### src/rtl/uart_tx_if.sv
// Write-side handshake bundle for the UART transmitter byte FIFO.
// A byte moves on a rising edge where wr_valid && wr_ready.
interface uart_tx_if;
   logic [7:0] wr_data;
   logic       wr_valid;
   logic       wr_ready;

   modport master (
      output wr_data,
      output wr_valid,
      input  wr_ready
   );

   modport slave (
      input  wr_data,
      input  wr_valid,
      output wr_ready
   );
endinterface

### src/rtl/uart_tx.sv
// 8N1 UART transmitter, LSB first, with a small circular byte FIFO on the
// write side. Frames are sent back-to-back with no idle gap while bytes are
// queued. TXD is registered and idles high.
module uart_tx #(
   parameter int CLK_FREQ_HZ = 12000000,
   parameter int BAUD_RATE   = 115200,
   parameter int FIFO_DEPTH  = 4
) (
   input  logic                             CLK,
   input  logic                             resetn,
   uart_tx_if.slave                         wr,
   output logic [$clog2(FIFO_DEPTH+1)-1:0]  fifo_count,
   output logic                             tx_busy,
   output logic                             TXD
);

   // Clocks per serial bit; integer truncation, expected to be >= 2.
   localparam int BAUD_DIV = CLK_FREQ_HZ / BAUD_RATE;
   localparam int BAUD_W   = (BAUD_DIV > 1) ? $clog2(BAUD_DIV) : 1;
   localparam int PTR_W    = (FIFO_DEPTH > 1) ? $clog2(FIFO_DEPTH) : 1;
   localparam int CNT_W    = $clog2(FIFO_DEPTH + 1);

   localparam logic [BAUD_W-1:0] BAUD_LAST = BAUD_W'(BAUD_DIV - 1);
   localparam logic [CNT_W-1:0]  CNT_FULL  = CNT_W'(FIFO_DEPTH);

   // Engine states
   localparam logic [1:0] IDLE  = 2'd0;
   localparam logic [1:0] START = 2'd1;
   localparam logic [1:0] DATA  = 2'd2;
   localparam logic [1:0] STOP  = 2'd3;

   logic [7:0]        mem [FIFO_DEPTH];
   logic [PTR_W-1:0]  wr_ptr;
   logic [PTR_W-1:0]  rd_ptr;

   logic [1:0]        state;
   logic [BAUD_W-1:0] baud_cnt;
   logic [2:0]        bit_idx;
   logic [7:0]        shift;

   logic              push;
   logic              pop;
   logic              baud_last;
   logic              fifo_nonempty;

   // Full is judged from the registered count only, so a pop on the same
   // edge never lets a full FIFO take a write.
   assign wr.wr_ready    = (fifo_count != CNT_FULL);
   assign push           = wr.wr_valid && wr.wr_ready;
   assign fifo_nonempty  = (fifo_count != '0);
   assign baud_last      = (baud_cnt == BAUD_LAST);

   // The head leaves the FIFO only from IDLE or on the final STOP cycle.
   assign pop            = fifo_nonempty &&
                           ((state == IDLE) || ((state == STOP) && baud_last));

   assign tx_busy        = (state != IDLE) || fifo_nonempty;

   // FIFO storage: written at the tail on every accepted byte.
   always_ff @(posedge CLK) begin
      if (push) begin
         mem[wr_ptr] <= wr.wr_data;
      end
   end

   // FIFO pointers and occupancy; pointers wrap naturally modulo FIFO_DEPTH.
   always_ff @(posedge CLK) begin
      if (!resetn) begin
         wr_ptr     <= '0;
         rd_ptr     <= '0;
         fifo_count <= '0;
      end else begin
         if (push) begin
            wr_ptr <= wr_ptr + PTR_W'(1);
         end
         if (pop) begin
            rd_ptr <= rd_ptr + PTR_W'(1);
         end
         case ({push, pop})
            2'b10:   fifo_count <= fifo_count + CNT_W'(1);
            2'b01:   fifo_count <= fifo_count - CNT_W'(1);
            default: fifo_count <= fifo_count;
         endcase
      end
   end

   // Shift register: loaded on pop, shifted right at each data-bit boundary.
   always_ff @(posedge CLK) begin
      if (pop) begin
         shift <= mem[rd_ptr];
      end else if ((state == DATA) && baud_last) begin
         shift <= {1'b0, shift[7:1]};
      end
   end

   // Frame engine; TXD is loaded with the level of the state being entered.
   always_ff @(posedge CLK) begin
      if (!resetn) begin
         state    <= IDLE;
         baud_cnt <= '0;
         bit_idx  <= '0;
         TXD      <= 1'b1;
      end else begin
         case (state)
            IDLE: begin
               baud_cnt <= '0;
               if (pop) begin
                  state <= START;
                  TXD   <= 1'b0;
               end else begin
                  TXD   <= 1'b1;
               end
            end

            START: begin
               if (baud_last) begin
                  baud_cnt <= '0;
                  bit_idx  <= '0;
                  state    <= DATA;
                  TXD      <= shift[0];
               end else begin
                  baud_cnt <= baud_cnt + BAUD_W'(1);
               end
            end

            DATA: begin
               if (baud_last) begin
                  baud_cnt <= '0;
                  if (bit_idx == 3'd7) begin
                     state <= STOP;
                     TXD   <= 1'b1;
                  end else begin
                     bit_idx <= bit_idx + 3'd1;
                     // shift[1] becomes shift[0] on this same edge
                     TXD     <= shift[1];
                  end
               end else begin
                  baud_cnt <= baud_cnt + BAUD_W'(1);
               end
            end

            STOP: begin
               if (baud_last) begin
                  baud_cnt <= '0;
                  if (pop) begin
                     // Next frame starts immediately, no idle cycle
                     state <= START;
                     TXD   <= 1'b0;
                  end else begin
                     state <= IDLE;
                     TXD   <= 1'b1;
                  end
               end else begin
                  baud_cnt <= baud_cnt + BAUD_W'(1);
               end
            end

            default: begin
               state    <= IDLE;
               baud_cnt <= '0;
               TXD      <= 1'b1;
            end
         endcase
      end
   end

endmodule

### src/flat_wrapper.sv
// flat-port wrapper written by rule: the top's interface ports become plain ports
module uart_tx_flat 
#(
   parameter int CLK_FREQ_HZ = 12000000,
   parameter int BAUD_RATE   = 115200,
   parameter int FIFO_DEPTH  = 4
)
  (CLK, resetn, fifo_count, tx_busy, TXD, wr_wr_data, wr_wr_valid, wr_wr_ready);
  uart_tx_if wr_i ();
  input  logic CLK;
  input  logic resetn;
  output logic [$clog2(FIFO_DEPTH+1)-1:0] fifo_count;
  output logic tx_busy;
  output logic TXD;
  input wire logic [$bits(wr_i.wr_data)-1:0] wr_wr_data;
  input wire logic [$bits(wr_i.wr_valid)-1:0] wr_wr_valid;
  output wire logic [$bits(wr_i.wr_ready)-1:0] wr_wr_ready;
  assign wr_i.wr_data = wr_wr_data;
  assign wr_i.wr_valid = wr_wr_valid;
  assign wr_wr_ready = wr_i.wr_ready;
  uart_tx #(.CLK_FREQ_HZ(CLK_FREQ_HZ), .BAUD_RATE(BAUD_RATE), .FIFO_DEPTH(FIFO_DEPTH)) u_core (.CLK(CLK), .resetn(resetn), .wr(wr_i), .fifo_count(fifo_count), .tx_busy(tx_busy), .TXD(TXD));
endmodule
### config.mk
export PLATFORM = sky130hd
export DESIGN_NAME = uart_tx_flat
export DESIGN_NICKNAME = d
export VERILOG_FILES = /design/src/rtl/uart_tx_if.sv /design/src/rtl/uart_tx.sv /design/src/flat_wrapper.sv
export SDC_FILE = /design/constraint.sdc
export NUM_CORES = 1
export LEC_CHECK = 0
export ABC_AREA = 1
export BUFFER_PORTS_ARGS = -buffer_cell sky130_fd_sc_hd__buf_2
export CAP_MARGIN = 20
export CORE_AREA = 2 2 70 72
export DETAILED_ROUTE_END_ITERATION = 10
export DIE_AREA = 0 0 72 74
export GPL_TIMING_DRIVEN = 1
export PLACE_DENSITY = 0.75
export SYNTH_ARGS = -nofsm -noshare
export SYNTH_HDL_FRONTEND = slang
export SYNTH_SLANG_ARGS = --single-unit
### constraint.sdc
create_clock -name CLK -period 4.1 [get_ports CLK]
set_input_delay 0 -clock CLK [delete_from_list [all_inputs] [get_ports CLK]]
set_output_delay 0 -clock CLK [all_outputs]
set_load 0.02 [all_outputs]
Yosys cells after proc, flatten, opt, wreduce, memory -nomap -nowiden --
Memory sizes are Yosys's and may differ from the RTL's. A register that Yosys moved wholly into a read port is not among the register bits. Index checks and enable logic that the tools add are counted.
Word-level totals: bits in registers 28, RAM bits 32, bits of input ports 11, word-level logic and storage cells 71, memories 1
Memory list:
- u_core.mem | depth 4, bits a word 8, read ports 1, clocked after memory_dff 1, write ports 1, RTL line uart_tx.sv:32 | logic [7:0] mem [FIFO_DEPTH];
Operators by class: add/sub/neg operators 6, equal/unequal tests 14, multiplexer cells 26, reduce and logical (&&, ||, !) cells 16
Operators by type and width (count):
- 8-bit 2-to-1 mux | 2
- 2-bit 2-to-1 mux | 7
- 7-bit one-hot mux with 2 select lines | 1
- 3-bit one-hot mux with 2 select lines | 2
- 3-bit 2-to-1 mux | 3
- 1-bit 2-to-1 mux | 8
- 2-bit by 1-bit != test with 1-bit output, second input constant | 4
- 2-bit one-hot mux with 4 select lines | 1
- 2-bit nonzero test | 4
- 7-bit by 1-bit adder with 7-bit output, second input constant | 1
- 7-bit equality test, second input constant | 1
- 7-bit 2-to-1 mux | 1
- 3-bit by 1-bit adder with 3-bit output, second input constant | 2
- 2-bit equality test, second input constant | 3
- 5-bit AND reduction | 1
- 2-bit by 1-bit adder with 2-bit output, second input constant | 2
- 2-bit by 1-bit equality test with 1-bit output, second input constant | 2
- 1-bit logical AND | 4
- 2-bit != test, second input constant | 2
- 1-bit one-hot mux with 4 select lines | 1
- 4-bit AND reduction | 1
- 3-bit equality test, second input constant | 1
- 3-bit != test, second input constant | 1
- 3-bit AND reduction | 1
- other kinds (5) | 6

Logic depth before layout (Yosys ltp) --
word-level depth 7, gate-level depth with buffers 14, mapped depth without buffers 14

Least setup slack after synthesis --
Ideal clock, no wire load.
path kind register -> register, start reg u_core.state[0], end reg u_core.fifo_count[2], library setup time 122 ps, arrival 2024 ps, slack 1954 ps, stages on the path, launching flop included 14, cell sequence dfxtp_1 > inv_1 > ha_1 > nor2_1 > a21oi_1 > nand2_4 > clkinv_4 > ha_1 > inv_1 > fa_1 > a21oi_1 > o21ai_0 > o21ai_0 > a21oi_1
On the way: word-level cells in the longest chain between the ends 6
RTL lines:
- from (decl) | RTL line uart_tx.sv:36 | logic [1:0] state;
- from (signal assigned) | RTL line uart_tx.sv:99 | state <= IDLE;
- from (signal assigned) | RTL line uart_tx.sv:108 | state <= START;
- from (signal assigned) | RTL line uart_tx.sv:119 | state <= DATA;
- 2-bit equality test | RTL line uart_tx.sv:55 | ((state == IDLE) || ((state == STOP) && baud_last));
- 1-bit logical AND | RTL line uart_tx.sv:55
- 1-bit logical OR * | RTL line uart_tx.sv:55
- 1-bit logical AND * | RTL line uart_tx.sv:54 | assign pop = fifo_nonempty &&
- 2-bit by 1-bit equality test with 1-bit output or 2-bit equality test (tied branches) | RTL line uart_tx.sv:79 | case ({push, pop})
- 3-bit one-hot mux with 2 select lines or 2-bit nonzero test (tied branches)
- to (signal assigned) | RTL line uart_tx.sv:80 | 2'b10: fifo_count <= fifo_count + CNT_W'(1);
- to (signal assigned) | RTL line uart_tx.sv:81 | 2'b01: fifo_count <= fifo_count - CNT_W'(1);
- to (signal assigned) | RTL line uart_tx.sv:82 | default: fifo_count <= fifo_count;
- to (decl) | RTL line uart_tx.sv:12 | output logic [$clog2(FIFO_DEPTH+1)-1:0] fifo_count,
Every way passes the cells marked *; elsewhere a longest branch is shown, timed or not. A chain may end at the register's enable or synchronous reset.

Final worst setup path --
Ends and elaborated chain as after synthesis.

==> out/metrics.yaml <==
outcome:
  status: "finished, final reports clean"
min_path:
  min_path_type: "input pin to register"
sta:
  max_freq_ghz: 0.4079
  finalSetupTns_ns: 0
  timing.final.crit_share_pct: 59.79
  setup_viol: 0
  worstMarginPinSlew_ns: 0.8132
  period_minus_slack_ns: 2.451
  relSlewSlack_pct: 45.59
  slew_viol_final: 0
  hold_viol_final: 0
  whs_ns: 0.1475
  rsz0062_at_grt: "no"
  skew_ns: 0.008055
power_and_ir_drop:
  p_per_area_nw_per_um2: 670.7
  ir_drop_mv: 0.3755
  cellLeakagePower_nw: 1.201
route:
  via_count: 1811
  route.detailed.drc: 0
  routed_wl_um: 4782
  met3_length_um: 203
  dr.pass1.iters: 4
  met2_length_um: 2418
  detail_route.vias_per_cell: 5.189
  first_iter_violations: 81
  met1Wirelength_um: 2096
  detail-route-antenna-nets: 0
  wl_per_cell_um: 13.70
  topRoutingLayerUsed: "met4"
clocking:
  ctsResizeCount: 0
  cts-root-buf: "clkbuf_8"
  h-tree-depth: 3
  numCtsBuffers: 9
  clk_pin_slew_ns: 0.07
  postCtsSetupRepairBufs: 0
  clkSinkCount: 62
  clk_path_buf_depth: 2
  cts_tree: "built"
  clk_latency_ns: 0.34
setup_path:
  slowest_delay_ns: 0.40
  path_class: "register to register"
  start_kind: "register"
  cp_slowest_cell: "fa_1"
  cp.required_ns: 4.32
  worstPathArrival_ns: 2.67
  crit_fanout: 15
  cp_cell_sequence: "inv_1 > ha_1 > nor2_1 > a21oi_1 > nand2_4 > clkinv_4 > ha_1 > inv_1 > fa_1 > a21oi_1 > o21ai_0 > o21ai_0 > a21oi_1"
  crit_path_end_kind: "register"
  cpMostUsedCell: "a21oi_1"
floorplanning:
  dieArea_um2: 5328
  placementRows: 25
  initial_core_util_pct: 58.01
  io_pins: 17
  die_w_um: 72
  core-area_um2: 4598
  dieHeight_um: 74
logic_synthesis:
  synth_cell_types: 25
  syn_avg_cell_area_um2: 10.42
  netlist_top_cells_count: "edfxtp_1 (40), nand2_1 (40), nor2_1 (39), o21ai_0 (26), inv_1 (23)"
  synth-edff-count: 40
  yosys_warnings: 0
  synth-seq-cells: 62
  synth_top_cell_area_share_pct: 45.03
  yosysTopAreaCell: "edfxtp_1"
  seq_area_frac_synth_pct: 61.54
  synthFlopType: "edfxtp_1"
  syn_nets: 281
  async_reset_ff_share_pct: 0
  synth_area_um2: 2668
  synth_area_leaders: "edfxtp_1 (45%), dfxtp_1 (17%), ha_1 (6.1%)"
  synthCells: 256
cells_and_area:
  nFillCells: 344
  area_growth_pct: 15.43
  nets: 315
  antenna_cells: 0
  layout-drive-gt1-share_pct: 13.56
  stdcell_count: 349
place:
  gp_congestion: 0.8027
  numPortBuffers: 16
  post-place-cells: 323
  post-dp-hpwl_um: 3149
global_routing:
  grt_pass1_vias: 1781
  grt_pass1_wl_um: 8079
  antenna_found_initial: 0
  grt_max_degree: 18
  track_usage_pct: 20.76
  grt_overflow: 0
flow_run:
  cap_violations: 0
## layout make-up
cell class,count,area (um2),share of cell area (%)
Inverter,25,98.84,3.210
Clock inverter,6,62.56,2.032
Sequential cell,62,1642,53.31
Multi-Input combinational cell,166,905.9,29.42
Tap cell,54,67.56,2.194
Clock buffer,10,127.6,4.145
Timing Repair Buffer,26,175.2,5.689
## what timing repair did
item | 4_1_cts | 5_1_grt
setup endpoints to repair | 0 | 0
hold buffers | 9 | 0
hold endpoints to repair | 38 | 0
## worst max-delay path: cells and delay by family (launching register included)
kind	cells	cell delay, ns
buffers and inverters	3	0.30
adder cells (fa/ha/maj)	3	0.74
AND/OR/NAND/NOR	2	0.24
AO/OA/AOI/OAI	5	0.71
flip-flops	1	0.35
## layout by cell type (no fill, tap or decap), types with 3 or more instances in the layout
master	netlist	routed
ha_1	13	13
inv_1	23	23
nor2_1	39	39
buf_2	2	17
o21ai_0	26	26
dfxtp_1	22	22
a21oi_1	16	16
edfxtp_1	40	40
clkbuf_8	0	9
dlygate4sd3_1	0	9
nand2_1	40	40
xor2_1	3	3
nand3_1	8	8
o22ai_1	7	7
## logic make-up (layout without fill, tap and decap cells)
| family | Yosys count | in the layout | synth area share [%] |
|---|---|---|---|
| xor+xnor | 4 | 4 | 1.314 |
| buf+inv | 28 | 67 | 4.503 |
| flops | 62 | 62 | 61.54 |
| compound gates | 53 | 53 | 10.55 |
| fa+ha+maj | 14 | 14 | 6.848 |
| simple gates | 95 | 95 | 15.24 |
## worst paths after layout
check                              end  depth (start not counted)  slack, ns                from
setup / recovery  u_core.fifo_count[2]                         13       1.65     u_core.state[0]
hold / removal        u_core.wr_ptr[0]                          3       0.15         wr_wr_valid
setup reg to reg  u_core.fifo_count[2]                         13       1.65     u_core.state[0]
hold reg to reg     u_core.baud_cnt[0]                          1       0.45  u_core.baud_cnt[0]
## layer usage
metal  global-route usage, %  up-vias
met5                       0        -
met4                   10.06        0
met3                   5.691        6
met2                   33.85       33
met1                   25.97      834
li1                        -      938
## power breakdown
| part | switching, mW | internal, mW |
|---|---|---|
| Clock | 0.235 | 0.278 |
| Combinational | 0.441 | 0.218 |
| Sequential | 0.0706 | 0.822 |
## metrics by stage
step / setup slack, ns / total power, mW / util (%) / area, um2
2_1_floorplan: 1.954 / 1.393 / - / 2668
3_3_place_gp: 1.781 / 1.522 / 60.76 / 2794
3_5_place_dp: 1.688 / 1.550 / 60.76 / 2794
4_1_cts: 1.644 / 2.076 / 66.86 / 3074
5_1_grt: 1.334 / 2.218 / 66.97 / 3079
6_report: 1.649 / 2.065 / 66.97 / 3079
## state kept, by name, indices dropped and copies added (netlist names), named ones only
register	count
u_core.rd_ptr	2
u_core.state	2
u_core.bit_idx	3
u_core.mem	32
u_core.baud_cnt	7
u_core.fifo_count	3
u_core.shift	8
u_core.TXD	1
u_core.wr_ptr	2
No activity file was read; power rests on OpenSTA's default activity.
